<file path="config.mk">
export PLATFORM = sky130hd
export DESIGN_NAME = uart_tx_sched
export DESIGN_NICKNAME = d
export VERILOG_FILES = /design/src/rtl/uart_pkg.sv /design/src/rtl/uart_baud_tick.sv /design/src/rtl/uart_tx_sched.sv
export SDC_FILE = /design/constraint.sdc
export NUM_CORES = 1
export LEC_CHECK = 0
export ABC_AREA = 1
export CAP_MARGIN = 40
export CORE_MARGIN = 4
export CORE_UTILIZATION = 55
export DETAILED_ROUTE_END_ITERATION = 10
export PLACE_DENSITY = 0.82
export SETUP_SLACK_MARGIN = 0.02
export SKIP_CTS_REPAIR_TIMING = 1
export SYNTH_ARGS = -nofsm -noshare
export SYNTH_HDL_FRONTEND = slang
export SYNTH_HIERARCHICAL = 1
export SYNTH_SLANG_ARGS = --single-unit
</file>
<file path="constraint.sdc">
create_clock -name clk -period 4.3 [get_ports clk]
set_clock_uncertainty 0.2 [all_clocks]
set_input_delay 1.29 -clock clk [delete_from_list [all_inputs] [get_ports clk]]
set_output_delay 1.29 -clock clk [all_outputs]
set_load 0.02 [all_outputs]
</file>
<file path="src/rtl/uart_pkg.sv">
// Shared constants and state encoding for the UART transmit scheduler.
package uart_pkg;

    localparam int unsigned CLK_FREQ_HZ = 100_000_000;
    localparam int unsigned BAUD        = 115_200;
    localparam int unsigned DATA_BITS   = 8;
    localparam int unsigned BIT_IDX_W   = $clog2(DATA_BITS);

    typedef enum logic [1:0] {
        ST_IDLE  = 2'd0,
        ST_START = 2'd1,
        ST_DATA  = 2'd2,
        ST_STOP  = 2'd3
    } uart_state_t;

endpackage

</file>
<file path="src/rtl/uart_baud_tick.sv">
// Bit-period enable generator: one-cycle tick every DIV clocks, held at zero by clr.
module uart_baud_tick #(
    parameter int unsigned DIV = 868
) (
    input  logic clk,
    input  logic rst_n,
    input  logic clr,
    output logic tick
);

    localparam int unsigned CNT_W = (DIV > 1) ? $clog2(DIV) : 1;

    logic [CNT_W-1:0] cnt_q;

    assign tick = (cnt_q == CNT_W'(DIV - 1));

    always_ff @(posedge clk or negedge rst_n) begin
        if (!rst_n) begin
            cnt_q <= '0;
        end else if (clr || tick) begin
            cnt_q <= '0;
        end else begin
            cnt_q <= cnt_q + CNT_W'(1);
        end
    end

endmodule

</file>
<file path="src/rtl/uart_tx_sched.sv">
// Round-robin arbiter feeding one 8N1 UART transmitter from two byte requesters.
module uart_tx_sched
    import uart_pkg::*;
#(
    parameter int unsigned CLK_FREQ  = CLK_FREQ_HZ,
    parameter int unsigned BAUD_RATE = BAUD
) (
    input  logic       clk,
    input  logic       rst_n,
    input  logic       req0,
    input  logic [7:0] data0,
    output logic       ack0,
    input  logic       req1,
    input  logic [7:0] data1,
    output logic       ack1,
    output logic       tx,
    output logic       busy,
    output logic       grant_id
);

    localparam int unsigned DIV = CLK_FREQ / BAUD_RATE;

    uart_state_t          state_q, state_d;
    logic [DATA_BITS-1:0] shift_q, shift_d;
    logic [BIT_IDX_W-1:0] bit_idx_q, bit_idx_d;
    logic                 last_q, last_d;
    logic                 grant_id_d;
    logic                 tx_d;
    logic                 busy_d;
    logic                 win_c;
    logic                 tick_clr_c;
    logic                 tick;

    // Counter idles at zero so every frame starts with a full bit period.
    assign tick_clr_c = (state_q == ST_IDLE);

    uart_baud_tick #(
        .DIV (DIV)
    ) u_baud_tick (
        .clk   (clk),
        .rst_n (rst_n),
        .clr   (tick_clr_c),
        .tick  (tick)
    );

    always_comb begin
        state_d    = state_q;
        shift_d    = shift_q;
        bit_idx_d  = bit_idx_q;
        last_d     = last_q;
        grant_id_d = grant_id;
        win_c      = 1'b0;
        ack0       = 1'b0;
        ack1       = 1'b0;

        case (state_q)
            ST_IDLE: begin
                if (req0 || req1) begin
                    // On a tie the requester not served last wins.
                    win_c      = (req0 && req1) ? ~last_q : req1;
                    ack0       = ~win_c;
                    ack1       = win_c;
                    shift_d    = win_c ? data1 : data0;
                    last_d     = win_c;
                    grant_id_d = win_c;
                    bit_idx_d  = '0;
                    state_d    = ST_START;
                end
            end
            ST_START: begin
                if (tick) begin
                    bit_idx_d = '0;
                    state_d   = ST_DATA;
                end
            end
            ST_DATA: begin
                if (tick) begin
                    shift_d = shift_q >> 1;
                    if (bit_idx_q == BIT_IDX_W'(DATA_BITS - 1)) begin
                        state_d = ST_STOP;
                    end else begin
                        bit_idx_d = bit_idx_q + BIT_IDX_W'(1);
                    end
                end
            end
            ST_STOP: begin
                if (tick) begin
                    state_d = ST_IDLE;
                end
            end
            default: state_d = ST_IDLE;
        endcase

        // Line level is registered from the next state so tx changes with the state.
        case (state_d)
            ST_START: tx_d = 1'b0;
            ST_DATA:  tx_d = shift_d[0];
            default:  tx_d = 1'b1;
        endcase
        busy_d = (state_d != ST_IDLE);
    end

    always_ff @(posedge clk or negedge rst_n) begin
        if (!rst_n) begin
            state_q   <= ST_IDLE;
            shift_q   <= '0;
            bit_idx_q <= '0;
            last_q    <= 1'b1;
            grant_id  <= 1'b0;
            tx        <= 1'b1;
            busy      <= 1'b0;
        end else begin
            state_q   <= state_d;
            shift_q   <= shift_d;
            bit_idx_q <= bit_idx_d;
            last_q    <= last_d;
            grant_id  <= grant_id_d;
            tx        <= tx_d;
            busy      <= busy_d;
        end
    end

endmodule

</file>
; Word-level counts from Yosys, hierarchy flattened
; Cells that the tools add are included.
[totals]
ff_bits = 27
word_cells = 56
out_inout_bits = 5
inputBits = 20
[op_classes]
mux = 22
n_eq_ne = 11
addsub = 2
n_reduce_logical = 10
bitwise = 2
[ops]
columns = cell, n
row1 = $mux W8, 3
row2 = $pmux W8 S2, 1
row3 = $mux W3, 4
row4 = $add A10 B1 Y10 const B, 1
row5 = $eq A10 B10 Y1 const B, 1
row6 = $mux W10, 1
row7 = $mux W2, 5
row8 = $pmux W3 S3, 1
row9 = $pmux W2 S4, 1
row10 = $eq A2 B2 Y1 const B, 3
row11 = $mux W1, 5
row12 = $reduce_and A5 Y1, 1
row13 = $eq A2 B1 Y1 const B, 2
row14 = $ne A2 B1 Y1 const B, 2
row15 = $ne A2 B2 Y1 const B, 2
row16 = $reduce_bool A2 Y1, 2
row17 = $add A3 B1 Y3 const B, 1
row18 = $eq A3 B3 Y1 const B, 1
row19 = $reduce_and A3 Y1, 1
row20 = $reduce_bool A3 Y1, 1
row21 = $logic_not A2 Y1, 1
row22 = $logic_or A1 B1 Y1, 2
row23 = $not A1 Y1, 2
row24 = $pmux W1 S2, 1
row25 = 2 further kinds, 2

; Depth between registers and ports, before layout
[depth]
ltp_word = 6
depth_mapped = 11
ltp_nobuf = 11

; Hierarchy
; Netlist, hierarchy kept.
[by_module_without_submodules]
columns = module, instances, area_each_um2, cells_each, seq_area_each_um2
row1 = uart_tx_sched, 1, 930.9, 108, 427.9
row2 = uart_baud_tick, 1, 565.5, 73, 250.2

; Worst setup path before layout
; Ideal clock, no wire load.
[synth_path]
path_type = input-to-output
startpoint = input req0
endpoint = output ack0
path_stages = 4
path_slack_ns = 0.824
arrival_time_ns = 1.986
required_time_ns = 2.810
cell_sequence = nand2_1 nand2_1 inv_1 nor2_1
[synth_via]
elab_chain_len = 5
elab_cells_between_ends = 6
cone_classes = mux (3) / bitwise (1) / reduce/logical (2)
[synth_lines]
columns = element, line_no
row1 = from (decl), uart_tx_sched.sv:10  ; input logic req0,
row2 = $logic_and A1 B1 Y1, uart_tx_sched.sv:60  ; win_c = (req0 && req1) ? ~last_q : req1;
row3 = $mux W1, uart_tx_sched.sv:60
row4 = $not A1 Y1, uart_tx_sched.sv:61  ; ack0 = ~win_c;
row5 = $mux W1 (*), uart_tx_sched.sv:58  ; if (req0 || req1) begin
row6 = $mux W1 (*), uart_tx_sched.sv:56  ; case (state_q)
row7 = to (decl), uart_tx_sched.sv:12  ; output logic ack0,
; Mark *: on every way between the ends. The rest lies on a longest branch, timed or not.

; Final worst setup path
[layout_path]
startpoint = input req0
endpoint = output ack1
[layout_via]
elab_chain_len = 4
elab_cells_between_ends = 5
cone_classes = mux (3) / reduce/logical (2)
[layout_lines]
columns = element, line_no
row1 = $logic_and A1 B1 Y1, uart_tx_sched.sv:60
row2 = $mux W1, uart_tx_sched.sv:60
row3 = $mux W1 (*), uart_tx_sched.sv:58
row4 = $mux W1 (*), uart_tx_sched.sv:56
row5 = to (decl), uart_tx_sched.sv:15  ; output logic ack1,
; Marks and branches as above.

==> run_results.csv <==
group,metric,value,unit
drt,wl_met1,1331,um
drt,viasPerCell,5.226,
placed_design,post-place-ws,97.27,ps
clocking,clock_sinks,27,
placed_design,dpl.cell_count,239,
sta,clock.fmax,241.4,MHz
clocking,clockRootBuffer,"clkbuf_4",
sta,finalHoldViolCount,0,
synth,ys_warn_count,6,
clocking,cts_buffers,3,
worst_setup_path,worstPathRequired,2810,ps
drt,wl,3112,um
worst_setup_path,arrival,2650,ps
drt,via_count,1270,
floorplan,start_util,58.80,%
worst_setup_path,worstSetupStartpointType,"input pin",
sta,setup-violations-final,0,
worst_hold_path,hold_path.class,"reg -> reg",
grt,grt_max_degree,28,
synth,synth_nets,204,
outcome,outcome,"finished, final reports clean",
sta,fin_tns_setup,0,ps
synth,syn_inst,181,
synth,syn_area,1496,um^2
worst_setup_path,cp-end-kind,"output port",
worst_setup_path,r2r-start,"u_baud_tick/cnt_q[0]",
layout,final_cells,243,
clocking,cts.clk_slew.worst_paths,140,ps
clocking,clockBufferDepth,2,
worst_hold_path,min_from,"last_q",
drt,drcViolationCount,0,
layout,final_util,72.03,%
synth,ys_top_cells_by_area,"dfrtp_1, nand2_1, inv_1",
floorplan,rows,18,
worst_setup_path,critical_path_class,"in -> out",
sta,tightest_slew,328.9,ps
worst_hold_path,whs_endpoint,"last_q",
sta,report.final.slew_viol_count,0,
layout,area_delta_synth_final,22.49,%
floorplan,io_pins,25,
drt,route.met3.wl,118,um
worst_hold_path,holdPathStages,2,
sta,period_share,96.35,%
drt,top_layer,"met4",
synth,yosysTopAreaCellShare,41.81,%
placed_design,place_area,1804,um^2
sta,whs,285.3,ps
synth,async_flop_share,100.0,%
floorplan,design.die.area,3619,um^2
power_and_ir_drop,powerDensity,219.3,nW/um^2
grt,gr-total-overflow,0,
worst_setup_path,cp_max_fo,3,
drt,wl_per_cell,12.81,um
grt,antenna_found_initial,0,
synth,synth_cell_types,28,
power_and_ir_drop,p_leak,0.9225,nW
layout,antennaDiodeCount,0,
drt,ant_nets,0,
synth,postSynthAreaPerCell,8.268,um^2
grt,grt_pass1_wl,5299,um
clocking,cts_tree,"done",
synth,ys_ff_latch,27,
job,cap_violations,0,
sta,period_needed,4143,ps
synth,ys_seq_area_share,45.32,%
layout,stdcell_area,1833,um^2
floorplan,die-width,60.16,um
layout,num-nets-final,237,
worst_setup_path,ff2ff_path_depth,10,
grt,grt_usage,19.57,%
grt,grt_pass1_vias,1309,
clocking,cts_max_level,1,
power_and_ir_drop,power,0.4020,mW
layout,drive_gt1_share,15.02,%
power_and_ir_drop,ir_worst_vdd,0.0002138,V
placed_design,hpwl,2451,um
sta,fin_ws,157.0,ps
sta,max_slew_margin,78.08,%
floorplan,fp.dieH,60.16,um
worst_setup_path,r2r-end,"bit_idx_q[0]",
drt,first_iter_violations,58,
worst_setup_path,rrSetupSlack,2240,ps
synth,synth_commonest_cells,"nand2_1, inv_1, dfrtp_1",
floorplan,core,2545,um^2
synth,synth_edf_count,0,
sta,rsz0062_at_grt,"false",
drt,drtPass1Iterations,5,
clocking,clk_latency,330,ps
synth,synthMostInstantiatedCell,"nand2_1",
placed_design,gp_congestion,0.8808,
synth,synth_ff_type,"dfrtp_1",
drt,dr_wl_met2,1592,um
placed_design,portBuffers,24,
synth,yosysTopAreaCell,"dfrtp_1",
[cells in the final DEF, fill, tap and decap left out, drive strengths merged]
master,netlist,layout
nand2,43,43
inv,29,29
nor2,29,29
dfrtp,25,25
clkdlybuf4s50,0,23
nand3,14,14
o21ai,10,10
o22ai,6,6
o21bai,5,5
nand4,4,4
xor2,4,4
buf,0,4
clkbuf,0,4
ha,3,3
or2,2,2
dfstp,2,2
a21oi,2,2
o211ai,1,1
dlymetal6s2s,0,1
a21o,1,1
xnor2,1,1
[layout make-up]
class                      count  area (um^2)
multi-input combinational    125        706.9
timing repair buffer          28        272.8
clock buffer                   4        26.28
inverter                      29        111.4
tap                           30        37.54
sequential                    27        678.2
fill                         197        711.9
[how the worst max path moves through the flow]
stage               from    to  slack (ps)
floorplan           req0  ack0         820
global placement    req0  ack0         130
detailed placement  req0  ack0         100
CTS                 req0  ack0          80
global route        req0  ack1          80
finish              req0  ack1         160
[power breakdown]
part | switching (mW) | total, mW | internal (mW)
Clock | 0.0752 | 0.112 | 0.0364
Combinational | 0.0143 | 0.0345 | 0.0201
Sequential | 0.000496 | 0.256 | 0.255
Total | 0.0901 | 0.402 | 0.312
[critical path: stages]
cell and delay [ps]:
clkdlybuf4s50_1 430, nand2_1 100, nand2_1 80, nor2_1 120, clkdlybuf4s50_1 620
[routing by layer]
| layer | global-route usage, % | up-vias |
|---|---|---|
| li1 | - | 644 |
| met1 | 21.69 | 590 |
| met2 | 34.57 | 29 |
| met3 | 3.456 | 7 |
| met4 | 11.39 | 0 |
| met5 | 0 | - |
[registers in the layout (all words and copies together) (netlist names)]
| signal | flops |
|---|---|
| bit_idx_q | 3 |
| busy | 1 |
| grant_id | 1 |
| last_q | 1 |
| shift_q | 8 |
| state_q | 2 |
| tx | 1 |
| u_baud_tick/cnt_q | 10 |
[kinds of logic after synthesis]
| kind of cell | count (synthesis) | share of synthesized area [%] |
|---|---|---|
| buffers and inverters | 29 | 7.442 |
| xor gates and xnor gates | 5 | 2.926 |
| AOI/OAI and AO/OA | 25 | 10.54 |
| and+or+nand+nor | 92 | 31.27 |
| adders and majority gates | 3 | 2.509 |
| DFF | 27 | 45.32 |
Note: power is estimated with default switching activity, not from simulation.
